$ cat src/rtl/rr_decode_arbiter.sv
// Round-robin arbiter for four requesters with registered one-hot grant.
// Optional hold limit enabled by defining ARB_TIMEOUT_EN.
module rr_decode_arbiter #(
  parameter int unsigned MAX_HOLD = 8,
  parameter int unsigned CNT_W    = 8
) (
  input  logic       clk,
  input  logic       rst,
  input  logic       En,
  input  logic [3:0] req,
  output logic [3:0] gnt,
  output logic [1:0] gnt_idx,
  output logic       gnt_vld,
  output logic       timeout
);

  typedef enum logic {
    S_IDLE,
    S_GRANT
  } state_e;

  state_e     state_q, state_d;
  logic [3:0] gnt_q, gnt_d;
  logic [1:0] idx_q, idx_d;
  logic       vld_q, vld_d;
  logic       to_q, to_d;
  logic [1:0] last_q, last_d;
  logic [CNT_W-1:0] cnt_q, cnt_d;

  logic [1:0] ptr;
  logic [3:0] rot;
  logic [1:0] off;
  logic [1:0] win;
  logic       any_req;
  logic       owner_req;
  logic       hold_hit;
  logic       rel;

  if (MAX_HOLD < 1 || MAX_HOLD > 255 ||
      (64'd1 << CNT_W) <= 64'(MAX_HOLD)) begin : g_bad_cfg
    $error("rr_decode_arbiter: bad MAX_HOLD/CNT_W");
  end

  // Winner search: rotate req so bit 0 is the slot after last owner.
  always_comb begin
    ptr = last_q + 2'd1;
    rot = req;
    unique case (ptr)
      2'd0: rot = req;
      2'd1: rot = {req[0], req[3:1]};
      2'd2: rot = {req[1:0], req[3:2]};
      2'd3: rot = {req[2:0], req[3]};
      default: rot = req;
    endcase
    off = 2'd0;
    priority case (1'b1)
      rot[0]: off = 2'd0;
      rot[1]: off = 2'd1;
      rot[2]: off = 2'd2;
      rot[3]: off = 2'd3;
      default: off = 2'd0;
    endcase
    win       = ptr + off;
    any_req   = |req;
    owner_req = req[idx_q];
`ifdef ARB_TIMEOUT_EN
    hold_hit  = owner_req && (cnt_q == CNT_W'(MAX_HOLD));
`else
    hold_hit  = 1'b0;
`endif
    rel       = !owner_req || !En || hold_hit;
  end

  // Next-state logic.
  always_comb begin
    state_d = state_q;
    unique case (state_q)
      S_IDLE:  if (En && any_req) state_d = S_GRANT;
      S_GRANT: if (rel) state_d = S_IDLE;
      default: state_d = S_IDLE;
    endcase
  end

  // Grant, pointer, hold counter and timeout next values.
  always_comb begin
    gnt_d  = gnt_q;
    idx_d  = idx_q;
    last_d = last_q;
    cnt_d  = cnt_q;
    to_d   = 1'b0;
    unique case (state_q)
      S_IDLE: begin
        if (En && any_req) begin
          gnt_d = 4'b0001 << win;
          idx_d = win;
          cnt_d = CNT_W'(1);
        end else begin
          gnt_d = 4'b0000;
        end
      end
      S_GRANT: begin
        if (rel) begin
          gnt_d  = 4'b0000;
          last_d = idx_q;
          cnt_d  = '0;
          to_d   = hold_hit;
        end else if (cnt_q != {CNT_W{1'b1}}) begin
          cnt_d = cnt_q + CNT_W'(1);
        end
      end
      default: gnt_d = 4'b0000;
    endcase
    vld_d = |gnt_d;
  end

  // State register with synchronous reset.
  always_ff @(posedge clk) begin
    if (rst) begin
      state_q <= S_IDLE;
      gnt_q   <= 4'b0000;
      idx_q   <= 2'b00;
      vld_q   <= 1'b0;
      to_q    <= 1'b0;
      last_q  <= 2'b11;
      cnt_q   <= '0;
    end else begin
      state_q <= state_d;
      gnt_q   <= gnt_d;
      idx_q   <= idx_d;
      vld_q   <= vld_d;
      to_q    <= to_d;
      last_q  <= last_d;
      cnt_q   <= cnt_d;
    end
  end

  assign gnt     = gnt_q;
  assign gnt_idx = idx_q;
  assign gnt_vld = vld_q;
  assign timeout = to_q;

endmodule

$ cat config.mk
export PLATFORM = sky130hd
export DESIGN_NAME = rr_decode_arbiter
export DESIGN_NICKNAME = d
export VERILOG_FILES = /design/src/rtl/rr_decode_arbiter.sv
export SDC_FILE = /design/constraint.sdc
export NUM_CORES = 1
export LEC_CHECK = 0
export ABC_AREA = 0
export CAP_MARGIN = 25
export CORE_MARGIN = 2
export CORE_UTILIZATION = 30
export CTS_CLUSTER_DIAMETER = 40
export DETAILED_ROUTE_END_ITERATION = 7
export PLACE_DENSITY_LB_ADDON = 0.2
export RECOVER_POWER = 25
export SYNTH_ARGS = -nofsm -noshare
export SYNTH_HDL_FRONTEND = slang
export SYNTH_SLANG_ARGS = --single-unit
$ cat constraint.sdc
create_clock -name clk -period 2.6 [get_ports clk]
set_input_delay 0.52 -clock clk [delete_from_list [all_inputs] [get_ports clk]]
set_output_delay 0.52 -clock clk [all_outputs]
set_load 0.05 [all_outputs]
# [After elaboration in Yosys (flattened, before gate mapping)]
# Index checks and enable logic that the tools add are counted.
[op_classes] eq_ne=3 n_lt_le_gt_ge=1 n_mux=13 shifts=1 bitwise=1 addsub=2 n_reduce_logical=9
[ops] operator="$pmux W4 S4" n=1
[ops] operator="$mux W2" n=4
[ops] operator="$mux W4" n=2
[ops] operator="$pmux W4 S2" n=1
[ops] operator="$reduce_or A4 Y1" n=2
[ops] operator="$eq A2 B2 Y1 const B" n=2
[ops] operator="$reduce_and A2 Y1" n=2
[ops] operator="$shl A1 B2 Y4 const A" n=1
[ops] operator="$lt A2 B3 Y1 const B" n=1
[ops] operator="$mux W1" n=3
[ops] operator="$add A2 B1 Y2 const B" n=1
[ops] operator="$add A2 B2 Y2" n=1
[ops] operator="$bmux W1 S2" n=1
[ops] operator="$eq A2 B1 Y1 const B" n=1
[ops] operator="$logic_not A1 Y1" n=2
[ops] operator="$logic_not A2 Y1" n=1
[ops] operator="$pmux W1 S2" n=1
[ops] operator="$logic_and A1 B1 Y1" n=1
[ops] operator="$logic_or A1 B1 Y1" n=1
[ops] operator="$not A1 Y1" n=1
[totals] ff_bits=10 in_bits=7 output_inout_bits=8 elab_cells=35

# [Longest topological paths before layout]
[logic_depth] depth_word=12 ltp_mapped=10 mapped_depth_nobuf=10

# [Worst setup path after synthesis]
# OpenSTA, ideal clock, no wires.
[synth_timing] path_type="register to register" start="register last_q[0]" end="register idx_q[1] (netlist: gnt_idx[1])" slack_ps=493 period_less_slack_ps=2107 stages_incl_launch_ff=11 arrival_time_ps=1985 cell_sequence="dfxtp_1 -> inv_1 -> ha_1 -> a22oi_1 -> a21oi_1 -> a21oi_1 -> nor2_1 -> ha_1 -> xnor2_1 -> nor4_1 -> a311o_1"
[synth_via] elab_chain_len=8 word_cells_on_any_way=11 classes_between="2 x add/sub; 3 x eq/ne; 5 x mux; 1 x reduce/logical"
[synth_rtl] item="from (decl)" line="27" text="logic [1:0] last_q, last_d;"
[synth_rtl] item="from (signal assigned)" line="132" text="last_q <= last_d;"
[synth_rtl] item="$add A2 B1 Y2 *" line="46" text="ptr = last_q + 2'd1;"
[synth_rtl] item="$eq A2 B2 Y1 (tied with other cells)" line="48" text="unique case (ptr)"
[synth_rtl] item="$pmux W4 S4" line="48"
[synth_rtl] item="$mux W2 (4 in series)" line="56" text="priority case (1'b1)"
[synth_rtl] item="$add A2 B2 Y2 *" line="63" text="win = ptr + off;"
[synth_rtl] item="to (signal assigned)" line="129" text="idx_q <= idx_d;"
[synth_rtl] item="to (decl)" line="24" text="logic [1:0] idx_q, idx_d;"
# Every way passes the cells marked *; elsewhere a longest branch is shown, timed or not.
# A chain may end at the register's enable or synchronous reset.

# [Worst setup path after layout]
[layout_timing] start="input req[3]" end="register idx_q[1] (netlist: gnt_idx[1])"
[layout_via] elab_chain_len=6 word_cells_on_any_way=9 classes_between="1 x add/sub; 5 x mux; 3 x reduce/logical"
[layout_rtl] item="from (decl)" line="10" text="input logic [3:0] req,"
[layout_rtl] item="$pmux W4 S4" line="48"
[layout_rtl] item="$mux W2 (4 in series)" line="56"
[layout_rtl] item="$add A2 B2 Y2" line="63"
# Parallel ways exist; a longest one is shown, timed or not.

==> results.cfg <==
[status]
run_status = completed

[finish]
fillCellCount = 230
antennaDiodeCount = 0
area_growth_pct = 29.1
multiInputGateArea_um2 = 430
design.final.nets = 106
layout-drive-gt1-share_pct = 12.9
mostFrequentLayoutCells = 10 x sky130_fd_sc_hd__dfxtp_1, 10 x sky130_fd_sc_hd__clkdlybuf4s50_1, 9 x sky130_fd_sc_hd__a21oi_1, 7 x sky130_fd_sc_hd__nand2_1, 6 x sky130_fd_sc_hd__inv_1
seq_area_um2 = 200

[setup_path]
cp-startpoint = req[3]
timing_worst_setup_path_type = primary input to register
timing.reg2reg.setup_slack_ps = 280
critical_path_peak_fanout = 4
worstReg2RegEnd = gnt_idx[1]
reg2reg_from = last_q[0]
worst_setup_path_end_kind = register
endpoint = gnt_idx[1]
worst-endpoint-required_ps = 2750
timing.critical_path.arrival_ps = 2550
reg2regPathDepth = 10
worst_setup_path_start_kind = primary input

[sta]
skew_ps = 4.81
final-hold-violation-count = 0
timing.fmax_mhz = 417
final_number_of_setup_violating_endpoints = 0
whs_ps = 469
max-slew-margin-rel_pct = 66.8
layout_min_cycle_time_ps = 2400
final-max-slew-violation-count = 0
worst_pin_slew_ps = 496
fin_crit_sh_pct = 92.3
rsz0062_at_grt = false

[clock_tree]
cts_post_setup_buffers_inserted = 0
clkSinkCount = 10
ctsResizeCount = 0
clkSlewWorstSetupHoldPaths_ps = 70
htree_levels = 1
clkLatencyLatePin_ps = 260
cts.hold.buffers_added = 0
cts_tree = yes
max-clock-path-buffers = 2
cts_buffers = 3
clockRootBuffer = sky130_fd_sc_hd__clkbuf_4

[drt]
antenna_violating_nets_post_route = 0
wirelength_um = 1460
detailedRoute.firstPassIterationCount = 4
drtIter0Drc = 11
wl_per_cell_um = 12.1
drt_drc_violations_left = 0
viasPerCell = 5.08
vias = 615

[hold_path]
worst_hold_path.num_cells = 2
hp-class = register to register

[yosys]
synthSimpleGateAreaFrac_pct = 16.7
main_combinational_cell_family_by_area_after_synthesis = compound AO/OA/AOI/OAI gates
synth_cell_types = 27
synth.cell_area_um2 = 688
synth_compound_gate_area_share_pct = 24.2
synth.avg_cell_area_um2 = 9.30
yosys.area_share.xor_xnor_pct = 3.82
syn-instance-count = 74
number_of_enable_type_register_cells_in_the_synthesized_netlist = 0
muxShareOfSynthArea_pct = 8.18
ys.warnings.count = 0
async_flop_share_pct = 0
sequential_fraction_of_the_synthesis_area_pct = 29.1
synth-adder-area-share_pct = 9.09
syn_nets = 86
synth-main-ff-cell = sky130_fd_sc_hd__dfxtp_1
ys_ff_latch = 10

[global_routing]
grt_start_max_net_pins = 10
overflow = 0
via_count_of_the_first_global_routing_pass = 602
grt_pass1_wl_um = 2430
globalRouteTotalUtil_pct = 12.2
antenna_found_initial = 0

[flow_run]
timing.max_cap.violations = 0

[die]
top_level_ports = 15
die_height_um = 51.9
die-area_mm2 = 0.00269
core_mm2 = 0.00219
rows = 17
fp.dieW_um = 51.9
initial_standard_cell_utilization_of_the_core_pct = 31.4

[place]
buffer_ports.inserted = 13
place.gp.congestion = 0.765
dpl.hpwl_um = 1140

[power]
cellPowerDensity_mw_per_mm2 = 621
irDropWorstVdd_mv = 0.349
power.leakage_nw = 0.396
design_power_total_w = 0.000551
==> layout make-up <==
type | instances | area share (%)
clock buffers | 4 | 4.08
repair buffers | 18 | 18.5
inverters | 6 | 2.54
multi-input cells | 55 | 48.5
well taps | 28 | 3.94
flip-flops and latches | 10 | 22.5
==> power by group <==
group	leakage (nW)	total (W)	switching, W	internal (W)
sequential	0.0819	0.000184	0.0000151	0.000169
combinational	0.293	0.000230	0.000131	0.0000991
clock	0.0210	0.000137	0.0000520	0.0000849
==> worst max-delay path, cell delays in order <==
cell                            delay [ps]
sky130_fd_sc_hd__dlygate4sd3_1         600
sky130_fd_sc_hd__a22oi_1               100
sky130_fd_sc_hd__a22o_1                210
sky130_fd_sc_hd__a21oi_1               150
sky130_fd_sc_hd__nor2_1                 60
sky130_fd_sc_hd__ha_1                  190
sky130_fd_sc_hd__xnor2_1               330
sky130_fd_sc_hd__nor4_1                 80
sky130_fd_sc_hd__a311o_1               320
==> cell usage after synthesis (all sizes together) (2+ instances only) <==
cell	n	area, um^2
a21oi	9	45.0
inv	6	22.5
nand2	7	26.3
a22oi	5	37.5
dfxtp	10	200
ha	5	62.6
buf	3	35.0
o21ai	2	10.0
xnor2	2	17.5
nor2	4	15.0
a22o	4	35.0
mux2i	3	30.0
==> worst min-delay path by stage <==
| stage | startpoint | to | slack [ps] |
|---|---|---|---|
| 2_1_floorplan | last_q[1] | last_q[1] | 500 |
| 3_3_place_gp | gnt[3] | gnt[3] | 470 |
| 3_5_place_dp | gnt[3] | gnt[3] | 470 |
| 4_1_cts | gnt[3] | gnt[3] | 480 |
| 5_1_grt | gnt[3] | gnt[3] | 490 |
| 6_report | gnt[3] | gnt[3] | 470 |
==> per-layer routing <==
| metal | vias to the layer above | global-route usage (%) | share of wire [%] | wire length, um |
|---|---|---|---|---|
| li1 | 305 | - | - | - |
| met1 | 287 | 13.5 | 47 | 681 |
| met2 | 23 | 21.1 | 47 | 690 |
| met3 | 0 | 5.46 | 6.2 | 90 |
| met4 | 0 | 2.63 | 0 | 0 |
| met5 | - | 0 | 0 | 0 |
==> registers in the layout, indices dropped and copies added (netlist names) <==
name and cells:
state_q 1, gnt_vld 1, last_q 2, gnt_idx 2, gnt 4
==> cell families (layout without fill, tap and decap cells) <==
kind of cell	Yosys count	in the layout
other cells	1	1
xor+xnor	3	3
buf+inv	9	28
mux	4	4
compound gates	23	23
simple gates	19	19
flops	10	10
fa+ha+maj	5	5
==> per-stage QoR <==
stage          cells  TNS (ps)  utilization, %  instance area, um^2  worst slack [ps]
4_1_cts          121         0            40.7                  892               230
3_5_place_dp     117     -61.2            39.1                  856             -49.9
2_1_floorplan     74         0               -                  688               493
5_1_grt          121         0            40.5                  888              11.3
6_report         121         0            40.5                  888               200
3_3_place_gp     117     -52.4            39.1                  856             -47.5
Note: power is estimated with default switching activity, not from simulation.
